### config.mk
export PLATFORM = sky130hd
export DESIGN_NAME = thermometer_ramp_controller
export DESIGN_NICKNAME = d
export VERILOG_FILES = /design/src/rtl/thermometer_ramp_controller.sv
export SDC_FILE = /design/constraint.sdc
export NUM_CORES = 1
export LEC_CHECK = 0
export CORE_MARGIN = 4
export CORE_UTILIZATION = 50
export CTS_CLUSTER_DIAMETER = 40
export CTS_CLUSTER_SIZE = 16
export DETAILED_ROUTE_END_ITERATION = 16
export GPL_TIMING_DRIVEN = 0
export PLACE_DENSITY_LB_ADDON = 0.15
export SYNTH_ARGS = -nofsm -noshare
export SYNTH_HDL_FRONTEND = slang
export SYNTH_SLANG_ARGS = --single-unit
### constraint.sdc
create_clock -name clk -period 8.4 [get_ports clk]
set_input_delay 2.52 -clock clk [delete_from_list [all_inputs] [get_ports clk]]
set_output_delay 2.52 -clock clk [all_outputs]
set_load 0.05 [all_outputs]
### src/rtl/thermometer_ramp_controller.sv
// thermometer_ramp_controller: ramps a thermometer-coded cell array toward a commanded level one cell per STEP_CYCLES clocks
//   clk, rst        : clock, synchronous active-high reset
//   cmd_valid/ready : target command handshake, cmd_level is the requested level (clamped to WIDTH)
//   thermometer     : registered cell enables, bit i set iff i < level
//   level           : current registered level
//   busy            : ramp in progress
//   done            : one-cycle pulse when level reaches the accepted target
//   THERMO_RAMP_RETARGET_EN : when defined, commands are accepted mid-ramp and retarget it
module thermometer_ramp_controller #(
    parameter int WIDTH       = 8,
    parameter int STEP_CYCLES = 4,
    localparam int LW         = $clog2(WIDTH + 1)
) (
    input  logic             clk,
    input  logic             rst,
    input  logic             cmd_valid,
    output logic             cmd_ready,
    input  logic [LW-1:0]    cmd_level,
    output logic [WIDTH-1:0] thermometer,
    output logic [LW-1:0]    level,
    output logic             busy,
    output logic             done
);
    localparam int TW = (STEP_CYCLES > 1) ? $clog2(STEP_CYCLES) : 1;
    localparam logic [TW-1:0] RELOAD = TW'(STEP_CYCLES - 1);
    localparam logic [LW-1:0] MAX_LEVEL = LW'(WIDTH);

    typedef enum logic {IDLE, RAMP} state_t;

    state_t            state_q, state_d;
    logic [LW-1:0]     level_q, level_d;
    logic [LW-1:0]     target_q, target_d;
    logic [TW-1:0]     timer_q, timer_d;
    logic [WIDTH-1:0]  therm_q, therm_d;
    logic              done_q, done_d;
    logic [LW-1:0]     clamp;
    logic              accept;

`ifdef THERMO_RAMP_RETARGET_EN
    assign cmd_ready = 1'b1;
`else
    assign cmd_ready = (state_q == IDLE);
`endif
    assign accept = cmd_valid & cmd_ready;
    assign clamp  = (cmd_level > MAX_LEVEL) ? MAX_LEVEL : cmd_level;

    always_comb begin
        state_d  = state_q;
        level_d  = level_q;
        target_d = target_q;
        timer_d  = timer_q;
        done_d   = 1'b0;
        if (state_q == IDLE) begin
            if (accept) begin
                target_d = clamp;
                if (clamp == level_q) begin
                    done_d = 1'b1;
                end else begin
                    state_d = RAMP;
                    timer_d = RELOAD;
                end
            end
        end else begin
`ifdef THERMO_RAMP_RETARGET_EN
            // Timer is left running on retarget so the step cadence is kept.
            if (accept) target_d = clamp;
`endif
            if (target_d == level_q) begin
                state_d = IDLE;
                done_d  = 1'b1;
            end else if (timer_q == '0) begin
                level_d = (target_d > level_q) ? level_q + LW'(1) : level_q - LW'(1);
                timer_d = RELOAD;
                if (level_d == target_d) begin
                    state_d = IDLE;
                    done_d  = 1'b1;
                end
            end else begin
                timer_d = timer_q - TW'(1);
            end
        end
    end

    // Decode the next level so the thermometer register updates on the same edge as level.
    always_comb begin
        therm_d = '0;
        for (int i = 0; i < WIDTH; i++) therm_d[i] = (level_d > LW'(i));
    end

    always_ff @(posedge clk) begin
        if (rst) begin
            state_q  <= IDLE;
            level_q  <= '0;
            target_q <= '0;
            timer_q  <= '0;
            therm_q  <= '0;
            done_q   <= 1'b0;
        end else begin
            state_q  <= state_d;
            level_q  <= level_d;
            target_q <= target_d;
            timer_q  <= timer_d;
            therm_q  <= therm_d;
            done_q   <= done_d;
        end
    end

    assign thermometer = therm_q;
    assign level       = level_q;
    assign busy        = (state_q == RAMP);
    assign done        = done_q;
endmodule

==> qor.yml <==
run_status:
  outcome: "finished clean"
yosys:
  synth.area.top_cells: "dfxtp_1 (36%), ha_1 (7.8%), a21oi_1 (5.4%)"
  synth_top_cell_by_area: "dfxtp_1"
  yosysWarnings: 0
  ys.flop_type: "dfxtp_1"
  synth_cells: 130
  syn_area_per_cell_sq_um: 8.624
  async_reset_ff_share_pct: 0
  synth.yosys.seq_area_share_pct: 35.71
  syn_area_sq_mm: 0.001121
  netlist-cell-type-count: 39
  synth_top_area_share_pct: 35.71
  synth-edff-count: 0
  synthesis.nets: 145
  yosys_register_bits: 20
grt:
  grt_max_degree: 13
  grt_first_pass_wirelength_mm: 4.312
  track_usage_pct: 16.72
  grt_pass1_vias: 1019
  antenna_found_initial: 0
  overflow: 0
final_layout:
  diodes: 0
  area_delta_synth_final_pct: 25.56
  layout.nets: 170
  drive_gt1_share_pct: 9.091
  nFillCells: 191
floorplan:
  placement_rows: 16
  die_area_sq_mm: 0.003064
  coreArea_sq_mm: 0.002042
  initial_core_util_pct: 54.90
  die_h_um: 55.35
  ioPinCount: 22
  die_width_um: 55.35
cts:
  numCtsBuffers: 3
  cts_num_sinks: 20
  cts_tree: "done"
  path_clk_slew_ns: 0.12
  clk_latency_ns: 0.30
  ctsResizeCount: 0
  cts-root-buf: "clkbuf_4"
  cts.path.max_buffers: 2
  cts_setup_buffers: 0
  cts_max_level: 1
  hold_buffers: 0
worst_setup_path:
  crit_chain: "clkdlybuf4s50_1"
  crit_path_max_fanout: 6
  critical_path.endpoint_type: "output port"
  slowest_stage: "clkdlybuf4s50_1"
  worstPathArrival_ns: 1.71
  crit_buf_inv: 1
  cpPeakStageDelay_ns: 0.87
  cp-startpoint: "level[3]"
  crit_required_ns: 5.88
  crit_path_start_kind: "flop"
  regToRegStartpoint: "level[1]"
  critPathKind: "reg2out"
  critPathTopFamily: "buffers and inverters"
min_path:
  hp-start: "target_q[0]"
  hold_class: "reg2reg"
timing:
  period_share_pct: 50.37
  fin_setup_tns_ns: 0
  finalHoldViolations: 0
  hold_slack_ns: 0.4852
  rsz0062_at_grt: "no"
  fmax_ghz: 0.2363
  tightest_slew_ns: 0.6079
  finClkSkew_ns: 0.003293
  setup_violations: 0
  slew_viol_final: 0
  post-route-min-period_ns: 4.231
  slew_headroom_pct: 59.04
placement:
  hpwl_mm: 1.883
  gp_congestion: 0.8105
  port-buffer-count: 20
run:
  cap_viol_max_count: 0
route:
  ant_nets: 0
  via_count: 1047
  viasPerCell: 5.785
  drtIter0Drc: 14
  wl_per_cell_um: 13.90
  wl_mm: 2.516
  first_pass_iters: 5
  drc: 0
pwr:
  power_density_mw_per_mm2: 244.3
  max-vdd-ir-drop_uv: 162.9
  leakage_nw: 0.5480
## layer usage
layer  share of wire [%]  vias to the layer above  GRT usage (%)
met5                   0                        -              0
met4                 1.3                        0          4.167
met3                 6.4                        6          2.797
met2                  47                       42          29.90
met1                  45                      492          20.56
li1                    -                      507              -
## synth_stat cells (2+ instances only)
master    count
a21o_1        3
a21oi_1      12
a221oi_1      3
a31oi_1       5
and3_1        2
buf_2         2
clkbuf_1      2
dfxtp_1      20
ha_1          7
inv_1         9
nand2_1       9
nand3_1       6
nor2_1       11
nor2b_1       3
o21ai_0       5
or3_1         2
xnor2_1       6
xor2_1        2
## through the flow
stage / utilization (%) / power (mW) / cells / cell area, sq um / setup WS, ns
5_1_grt: 68.93 / 0.3629 / 181 / 1408 / 4.154
3_3_place_gp: 66.36 / 0.2628 / 177 / 1355 / 4.270
4_1_cts: 68.93 / 0.3452 / 181 / 1408 / 4.179
2_1_floorplan: - / 0.2263 / 130 / 1121 / 4.821
6_report: 68.93 / 0.3439 / 181 / 1408 / 4.169
3_5_place_dp: 66.36 / 0.2658 / 177 / 1355 / 4.233
## final cells by class
class                   instances  area, sq um  share of cell area, %
clock inverters                 1        30.03                  2.133
multi-input cells              96        658.1                  46.76
flip-flops and latches         20        400.4                  28.44
repair buffers                 20        200.2                  14.22
plain buffers                   5        28.78                  2.044
clock buffers                   3        22.52                  1.600
inverters                       9        33.78                  2.400
well taps                      27        33.78                  2.400
## sequential cells by signal (all words and copies together), names as in the netlist
signal,count
thermometer,8
level,4
target_q,4
timer_q,2
busy,1
done,1
## final timing paths
check / endpoint / slack [ns] / cells past startpoint
worst max register to register: thermometer[4] / 5.03 / 13
worst max-delay path: level[3] / 4.17 / 1
worst min register to register: target_q[0] / 0.49 / 2
worst min-delay path: target_q[0] / 0.49 / 2
## placed cells by master (no fill, tap or decap), types with 2 or more instances in the layout
| cell type | instances |
|---|---|
| ha_1 | 7 |
| a31oi_1 | 5 |
| nand2_1 | 9 |
| xnor2_1 | 6 |
| nor2_1 | 11 |
| a21oi_1 | 12 |
| a221oi_1 | 3 |
| xor2_1 | 2 |
| clkbuf_1 | 2 |
| buf_2 | 2 |
| inv_1 | 9 |
| clkbuf_4 | 3 |
| or3_1 | 2 |
| nand3_1 | 6 |
| a21o_1 | 3 |
| clkdlybuf4s50_1 | 20 |
| dfxtp_1 | 20 |
| nor2b_1 | 3 |
| and3_1 | 2 |
| o21ai_0 | 5 |
## where the power goes
part	internal, mW	switching (mW)	total [mW]	leakage, nW
combinational	0.0575	0.0936	0.151	0.357
clock	0.0482	0.0303	0.0785	0.0279
sequential	0.107	0.00781	0.114	0.163
total	0.212	0.132	0.344	0.548
## cells by family (layout without fill, tap and decap cells)
group           Yosys count  count (layout)  synth area share, %
simple gates             42              42                19.64
compound gates           37              37                21.76
flops                    20              20                35.71
buf+inv                  14              38                5.580
xor+xnor                  9               9                7.702
fa+ha+maj                 8               8                9.598
Power figures use the tool's default switching activity.
